### src/rtl/sprite_pkg.sv
// sprite_pkg: shared types for the sprite draw scheduler.
//   sprite_desc_t : packed draw descriptor {rom_addr, x, y, w, h}
//   sched_state_t : scheduler FSM states
//   ROM_ADDR_W / COORD_W : field widths
package sprite_pkg;

  localparam int ROM_ADDR_W = 12;
  localparam int COORD_W    = 10;

  typedef struct packed {
    logic [ROM_ADDR_W-1:0] rom_addr;
    logic [COORD_W-1:0]    x;
    logic [COORD_W-1:0]    y;
    logic [COORD_W-1:0]    w;
    logic [COORD_W-1:0]    h;
  } sprite_desc_t;

  typedef enum logic [1:0] {
    IDLE,
    ISSUE,
    WAIT
  } sched_state_t;

endpackage

### src/rtl/rr_arbiter.sv
// rr_arbiter: combinational round-robin pick.
//   i_req     : request vector
//   i_pointer : index where the search starts (highest priority)
//   o_winner  : one-hot winner (zero when nothing requested)
//   o_valid   : at least one request present
module rr_arbiter #(
  parameter int N  = 4,
  parameter int PW = 2
) (
  input  logic [N-1:0]  i_req,
  input  logic [PW-1:0] i_pointer,
  output logic [N-1:0]  o_winner,
  output logic          o_valid
);

  logic [PW-1:0] w_idx;

  // Walk N slots starting at the pointer; first set bit wins.
  always_comb begin
    o_winner = '0;
    o_valid  = 1'b0;
    w_idx    = '0;
    for (int k = 0; k < N; k++) begin
      w_idx = PW'((int'(i_pointer) + k) % N);
      if (!o_valid && i_req[w_idx]) begin
        o_winner[w_idx] = 1'b1;
        o_valid         = 1'b1;
      end
    end
  end

endmodule

### src/rtl/sprite_draw_scheduler.sv
// sprite_draw_scheduler: round-robin scheduler of sprite draw jobs onto a
// single sprite ROM reader.
//   clk, reset (async, active high)
//   req[NUM_REQ], req_desc[NUM_REQ] : level requests + descriptors
//   gnt[NUM_REQ]    : one-cycle one-hot accept pulse
//   begin_drawing   : one-cycle start pulse to reader, draw_desc held
//   done_drawing    : completion pulse from reader
//   busy            : FSM not in IDLE
//   draws_done      : completed-job counter (wraps)
//   timeout_err / err_clr : sticky watchdog flag and its clear
// Optional: define SPRITE_SCHED_TIMEOUT_EN to enable the WAIT watchdog.
module sprite_draw_scheduler
  import sprite_pkg::*;
#(
  parameter int          NUM_REQ        = 4,
  parameter logic [15:0] TIMEOUT_CYCLES = 16'd50000
) (
  input  logic                       clk,
  input  logic                       reset,
  input  logic         [NUM_REQ-1:0] req,
  input  sprite_desc_t [NUM_REQ-1:0] req_desc,
  output logic         [NUM_REQ-1:0] gnt,
  output logic                       begin_drawing,
  output sprite_desc_t               draw_desc,
  input  logic                       done_drawing,
  output logic                       busy,
  output logic [7:0]                 draws_done,
  output logic                       timeout_err,
  input  logic                       err_clr
);

  localparam int PW = $clog2(NUM_REQ);

  sched_state_t        r_state, w_state_nxt;
  logic [PW-1:0]       r_ptr, w_win_idx, w_ptr_nxt;
  logic [NUM_REQ-1:0]  w_win, r_gnt;
  logic                w_valid, w_zero, w_grant, w_issue, w_done, w_tmo;
  sprite_desc_t        w_sel_desc, r_desc;
  logic                r_begin;
  logic [7:0]          r_draws;

  rr_arbiter #(.N(NUM_REQ), .PW(PW)) u_arb (
    .i_req     (req),
    .i_pointer (r_ptr),
    .o_winner  (w_win),
    .o_valid   (w_valid)
  );

  always_comb begin
    w_win_idx  = '0;
    w_sel_desc = '0;
    for (int i = 0; i < NUM_REQ; i++) begin
      if (w_win[i]) begin
        w_win_idx  = PW'(i);
        w_sel_desc = req_desc[i];
      end
    end
  end

  assign w_ptr_nxt = (w_win_idx == PW'(NUM_REQ-1)) ? '0 : w_win_idx + PW'(1);
  assign w_zero    = (w_sel_desc.w == '0) || (w_sel_desc.h == '0);

`ifdef SPRITE_SCHED_TIMEOUT_EN
  logic [15:0] r_wd;
  logic        r_terr;
  logic        w_wd_hit;
  assign w_wd_hit = (r_wd == TIMEOUT_CYCLES - 16'd1);
`else
  logic w_wd_hit;
  logic w_unused;
  assign w_wd_hit = 1'b0;
  assign w_unused = err_clr ^ (|TIMEOUT_CYCLES);
`endif

  always_ff @(posedge clk or posedge reset) begin
    if (reset) r_state <= IDLE;
    else       r_state <= w_state_nxt;
  end

  always_comb begin
    w_state_nxt = r_state;
    w_grant     = 1'b0;
    w_issue     = 1'b0;
    w_done      = 1'b0;
    w_tmo       = 1'b0;
    case (r_state)
      IDLE: if (w_valid) begin
        w_grant = 1'b1;
        // Zero-size jobs are acknowledged but never reach the reader.
        w_state_nxt = w_zero ? IDLE : ISSUE;
      end
      ISSUE: begin
        w_issue     = 1'b1;
        w_state_nxt = WAIT;
      end
      WAIT: if (done_drawing) begin
        w_done      = 1'b1;
        w_state_nxt = IDLE;
      end else if (w_wd_hit) begin
        w_tmo       = 1'b1;
        w_state_nxt = IDLE;
      end
      default: w_state_nxt = IDLE;
    endcase
  end

  always_ff @(posedge clk or posedge reset) begin
    if (reset) begin
      r_ptr   <= '0;
      r_gnt   <= '0;
      r_begin <= 1'b0;
      r_desc  <= '0;
      r_draws <= '0;
    end else begin
      r_gnt   <= w_grant ? w_win : '0;
      r_begin <= w_issue;
      if (w_grant) begin
        r_desc <= w_sel_desc;
        r_ptr  <= w_ptr_nxt;
      end
      if (w_done) r_draws <= r_draws + 8'd1;
    end
  end

`ifdef SPRITE_SCHED_TIMEOUT_EN
  // Counter restarts when WAIT is entered (ISSUE cycle), counts WAIT cycles.
  always_ff @(posedge clk or posedge reset) begin
    if (reset) begin
      r_wd   <= '0;
      r_terr <= 1'b0;
    end else begin
      if (w_issue)               r_wd <= '0;
      else if (r_state == WAIT)  r_wd <= r_wd + 16'd1;
      // Setting beats a simultaneous clear.
      if (w_tmo)        r_terr <= 1'b1;
      else if (err_clr) r_terr <= 1'b0;
    end
  end
  assign timeout_err = r_terr;
`else
  assign timeout_err = 1'b0;
`endif

  assign gnt           = r_gnt;
  assign begin_drawing = r_begin;
  assign draw_desc     = r_desc;
  assign busy          = (r_state != IDLE);
  assign draws_done    = r_draws;

endmodule

### config.mk
export PLATFORM = sky130hd
export DESIGN_NAME = sprite_draw_scheduler
export DESIGN_NICKNAME = d
export VERILOG_FILES = /design/src/rtl/sprite_pkg.sv /design/src/rtl/rr_arbiter.sv /design/src/rtl/sprite_draw_scheduler.sv
export SDC_FILE = /design/constraint.sdc
export NUM_CORES = 1
export LEC_CHECK = 0
export CAP_MARGIN = 25
export CORE_UTILIZATION = 37
export CTS_CLUSTER_SIZE = 20
export DETAILED_ROUTE_END_ITERATION = 10
export GPL_TIMING_DRIVEN = 0
export PLACE_DENSITY_LB_ADDON = 0.08
export SYNTH_ARGS = -nofsm -noshare
export SYNTH_HDL_FRONTEND = slang
export SYNTH_SLANG_ARGS = --single-unit
### constraint.sdc
create_clock -name clk -period 5.23 [get_ports clk]
set_clock_uncertainty 0.2 [all_clocks]
set_input_delay 0.7845 -clock clk [delete_from_list [all_inputs] [get_ports clk]]
set_output_delay 0.7845 -clock clk [all_outputs]
set_load 0.01 [all_outputs]
==> summary.md <==
| Metric | Value |
|---|---|
| Post-cts repair resize count | 0 |
| Io pins | approximately 280 |
| Fin cells | 943 |
| # rows | 39 |
| Period utilization | 0.8832 |
| Worst-Margin Slew | 879.5 ps |
| Sequential area share after synthesis | 0.3991 |
| RSZ-0062 raised after global routing | no |
| Most common library cells after synthesis | 85 x nand2_1, 69 x dfrtp_1, 42 x o21ai_0 |
| Core Box Area | 0.01142 mm2 |
| Most frequent cell after synthesis | nand2_1 |
| Initial antenna violation count | 0 |
| Reg-to-reg endpoint | r_state[0] |
| Final #Nets | 1018 |
| Crit path time final | between 4000 and 5000 ps |
| Post-synth top area share | 0.3991 |
| Peak VDD IR | 0.3243 mV |
| H-tree levels | 3 |
| Crit-path max FO | 10 |
| R2r worst-path depth | 13 |
| Chip height | 110.1 um |
| Status | complete, no violations |
| Clk sinks | 69 |
| Hold Path Depth | 2 |
| Clock transition at the registers of the reported paths | about 60 ps |
| Synth top area cells | dfrtp_1 40%, nand2_1 7.4%, a22oi_1 5.6% |
| R2r setup slk | 810 ps |
| #FFs+latches synth | 69 |
| CTS hold repair buffers | 0 |
| Setup violators final | 0 |
| Worst skew pair latency | 330 ps |
| Layout area overhead | 76.14% |
| Power per cell area | 636.6 mW/mm2 |
| Hold WC Path Type | register to register |
| Diodes inserted | 0 |
| Placed instance area | 0.007311 mm2 |
| DRT Pass-1 Iters | 5 |
| Worst-case clock buffer depth | 2 |
| Cells after Synth | 504 |
| Required time of the critical path | about 5300 ps |
| Total number of vias | 5236 |
| Largest net degree at the start of global routing | 70 |
| Drt drc | 0 |
| Final WS setup | 610.7 ps |
| Vias in the first global route | around 5100 |
| IO buf count | between 200 and 300 |
| Antenna Nets Post-Route | 0 |
| Crit path capture | r_state[0] |
| Drt first-iter violations | 357 |
| Synthesized Nets | a little over 700 |
| Design Power | 4.852 mW |
| Post-Syn Area | around 0.0043 mm2 |
| Total gr overflow | 0 |
| Post-CTS setup buffer count | 0 |
| Fill cells | between 900 and 1000 |
| Util after Layout | 0.6674 |
| Asr flop ratio synth | 1.000 |
| CP Capture Type | register |
| Number of synthesis warnings | 0 |
| Fin area | approximately 0.0076 mm2 |
| Worst r2r src | r_ptr[0] |
| Final hold violations | 0 |
| Drt total wl | approximately 18000 um |
| CTS buffer count | 9 |
| Leakage power | 2.937 nW |
| Synth unique cells | 56 |
| Die area | about 0.012 mm2 |
| Tot GR Track Use | 0.2918 |
| Wirelength per Cell | just under 20 um |
| First-pass GRT wire length | 26250 um |
| Detail Placement HPWL | 14060 um |
| CTS tree | yes |
| Setup Slack @ Placement | 348.5 ps |
| Die W | 110.1 um |
| Vias/cell | 5.552 |
| Placed cell count | 927 |
| Fin Setup TNS | 0 ps |
| Share of layout cells above drive strength 1 | 0.04375 |
| Achievable Freq | around 0.22 GHz |
| Syn_area_per_cell | 8.585 um2 |
| Hold_ws | ~270 ps |
| Slew Viols, Final | 0 |
| Area of the multi-input gates | 0.002402 mm2 |
| Root buffer cell | clkbuf_16 |
| FF/Latch Area | about 0.0017 mm2 |
| Top_reg_cell synth | dfrtp_1 |
| Worst setup SP type | primary input |
| Critical path origin | req[3] |
| Number of flops mapped to enable cells by yosys | 0 |
| Largest area contributor in the netlist | dfrtp_1 |
| GP Congestion | about 0.86 |
| Initial Utilization | 0.3789 |
| Worst EP arrival | 4690 ps |
| Relative slew slack | 0.4137 |
| CP Class | primary input to register |
| Number of max-cap violations | 0 |
## area by class of cell
type,instances,area share
timing repair buffer,280,0.3678
multi-input combinational,384,0.3152
sequential,69,0.2266
clock buffer,11,0.03316
buffer,46,0.02348
tap,143,0.02348
clock inverter,5,0.007552
inverter,5,0.002791
## flip-flops by register name, indices dropped and copies added, names as in the netlist
register and count:
begin_drawing 1, draw_desc 52, draws_done 8, gnt 4
r_ptr 2, r_state 2
## power breakdown
part	switching [mW]	internal [mW]
clock network	0.239	0.396
logic	1.86	1.40
registers	0.159	0.806
## metal layers
layer,vias to the layer above,routed length (um),track usage
li1,2461,-,-
met1,2489,7080,0.3346
met3,34,1763,0.08230
met5,-,0,0
met2,252,8990,0.5152
met4,0,455,0.1090
## logic make-up (layout without fill, tap and decap cells)
kind of cell               Yosys count  after routing  synth area share
AOI/OAI and AO/OA                  183            183            0.2886
xor gates and xnor gates             7              7           0.01417
adders and majority gates            7              7           0.02024
buffers and inverters               51            347           0.04569
DFF                                 69             69            0.3991
muxes                               11             11           0.03586
other                                1              1         0.0008667
and+or+nand+nor                    175            175            0.1955
## cell usage in the layout (no fill, tap or decap), types with 7 or more instances in the layout
cell and n:
clkdlybuf4s50_1 280, nand2_1 85, dfrtp_1 69, o21ai_0 42
clkbuf_1 40, a31oi_1 37, a22oi_1 32, or3_1 32
nor2_1 16, o21ai_1 12, nand3_1 11, a221oi_1 10
a21oi_1 10, clkbuf_16 9, o211ai_1 8, ha_1 7
## worst min-delay path by stage
stage / start / end / slack [ps]
after floorplan: r_state[1] / begin_drawing / 250
final: draw_desc[19] / draw_desc[19] / 270
after detailed placement: draw_desc[5] / draw_desc[5] / 270
after global placement: draw_desc[0] / draw_desc[0] / 260
after CTS: draw_desc[19] / draw_desc[19] / 280
after global routing: draw_desc[5] / draw_desc[5] / 310
## critical path, stage by stage
cell and delay [ps]:
clkdlybuf4s50_1 650, or3b_1 430, a2111oi_4 520, o21ai_2 100, o21ai_1 220, clkbuf_1 510, buf_1 560, nand3_1 180
a41oi_1 300, nor4_1 90, a31oi_1 180, o31a_1 160
Note: power is estimated with default switching activity, not from simulation.
==> patch, RTL diff (config.mk and constraints unchanged) <==
Re-encode `sched_state_t` (3 states) as one-hot, 3 bits wide.
--- a/src/rtl/sprite_pkg.sv
+++ b/src/rtl/sprite_pkg.sv
@@ -16,8 +16,8 @@
   } sprite_desc_t;
 
-  typedef enum logic [1:0] {
-    IDLE,
-    ISSUE,
-    WAIT
+  typedef enum logic [2:0] {
+    IDLE  = 3'b001,
+    ISSUE = 3'b010,
+    WAIT  = 3'b100
   } sched_state_t;
 
Check against the original RTL: same outputs for any inputs over 4 cycles, from zero or initial values and one cycle with reset high; so few cycles prove little.
==> patch against the original RTL <==
Largest cell class unchanged; setup slack better by 0.080 ns; total power is 17% higher; critical endpoint is now draw_desc[20]; final area is 4.9% higher; sequential power is 0.9% lower; worst hold slack worse by 0.0015 ns; highest routed layer unchanged; first-iteration DRC count is 22% lower; clock power is 17% higher; synthesized area is 6.9% higher; sequential cell count is 1 higher; critical path depth is 1 higher; routed wire length is 4.3% higher.
==> patch: results (changes against the original RTL) <==
The met2 wire length is 9.34 mm (+3.9%). The number of cells traversed by the worst hold path is 1 (-1). The slew of the pin with the lowest slew margin is 0.976 ns (+0.0966 ns). The count of placed standard cells in the final layout, fillers left out came out at 1,028 (+9.0%). The combined area of the multi-input logic cells is 2620 µm² (+8.9%).

The switching power summed over all nets came to 2770 µW (+23%). Ranked by total cell area, the synthesized netlist is headed by sky130_fd_sc_hd__dfrtp_1 (37%), sky130_fd_sc_hd__a221oi_1 (6.8%), sky130_fd_sc_hd__nand2_1 (6.2%). The maximum number of pins on one net before global-route repair is 71 (+1.4%).

The endpoint identified for the worst register-to-register timing path is draw_desc[20]. The violation count after the first detailed-route iteration is 277 (-22%). The number of buffers other than clock buffers in the final layout is 327 (+0.31%). The net count after synthesis came out at 787 (+8.3%). The global-route total usage across every layer came out at 29.2% (about the same).

The cell row count is 40 (+2.6%). The combinational share of power is 70.3% (+3.3 points). The flop-to-flop setup slack came out at 0.69 ns (-0.12 ns). The total power after layout is 5700 µW (+17%). The flow ran to the end, and the final reports show no timing, DRC or antenna violations. The final wirelength is 19.1 mm (+4.3%). The worst-case hold slack came out at 0.270 ns (-0.00150 ns). The post-synthesis cell type count is 57 (+1.8%).

The placed cell count is 1,012 (+9.2%). The startpoint of the most critical hold path is draws_done[7]. The delay of the slowest cell on the worst path is 0.51 ns (-0.14 ns). The static power due to leakage came to 0.00328 µW (+12%). The number of nets in the finished design was 1,078 (+5.9%). The kind of cell with the highest combined delay along the critical path is compound AO/OA/AOI/OAI gates. The register area share after synthesis came out at 37.9% (-2.0 points).

The relative area of clock buffers and inverters in the final design came out at 4.44% (+0.37 points). The non-clock inverter total of the final layout was 10 (+5). The path with the worst hold slack has its endpoint at draws_done[7]. The fraction of area in non-clock buffers came to 37.8% (-1.3 points). The highest-delay cell along the critical path is sky130_fd_sc_hd__dfrtp_1. The first-pass GRT wire length came out at 28.9 mm (+10%). The routed metal-1 wirelength came out at 7.43 mm (+4.9%). The worst setup path is launched from a flop.

In the synthesized netlist, the cells that appear most often are sky130_fd_sc_hd__nand2_1 (76), sky130_fd_sc_hd__dfrtp_1 (69), sky130_fd_sc_hd__a21oi_1 (56).
==> patch: changes by cell type after synthesis, sizes merged, moves of 30 or more <==
cell / change
a22oi: -30
nor2: +37
or3: -32
nor3: +35
a31oi: -36
a21oi: +47
==> patch: how the worst max path moves through the flow <==
| stage | slack, ns | endpoint |
|---|---|---|
| after global placement | 0.73 | draw_desc[20] |
| final | 0.69 | draw_desc[20] |
| after detailed placement | 0.72 | draw_desc[20] |
| after CTS | 0.69 | draw_desc[20] |
| after floorplan | 1.56 | r_state[1] |
| after global routing | 0.40 | draw_desc[20] |
==> patch: cell families after synthesis <==
| group | count (synthesis) | synth area share, % |
|---|---|---|
| AOI/OAI and AO/OA | 190 | 28.0 |
| xor gates and xnor gates | 7 | 1.33 |
| adders and majority gates | 7 | 1.89 |
| buffers and inverters | 57 | 5.57 |
| DFF | 70 | 37.9 |
| muxes | 13 | 3.49 |
| other | 1 | 0.0810 |
| and+or+nand+nor | 219 | 21.7 |
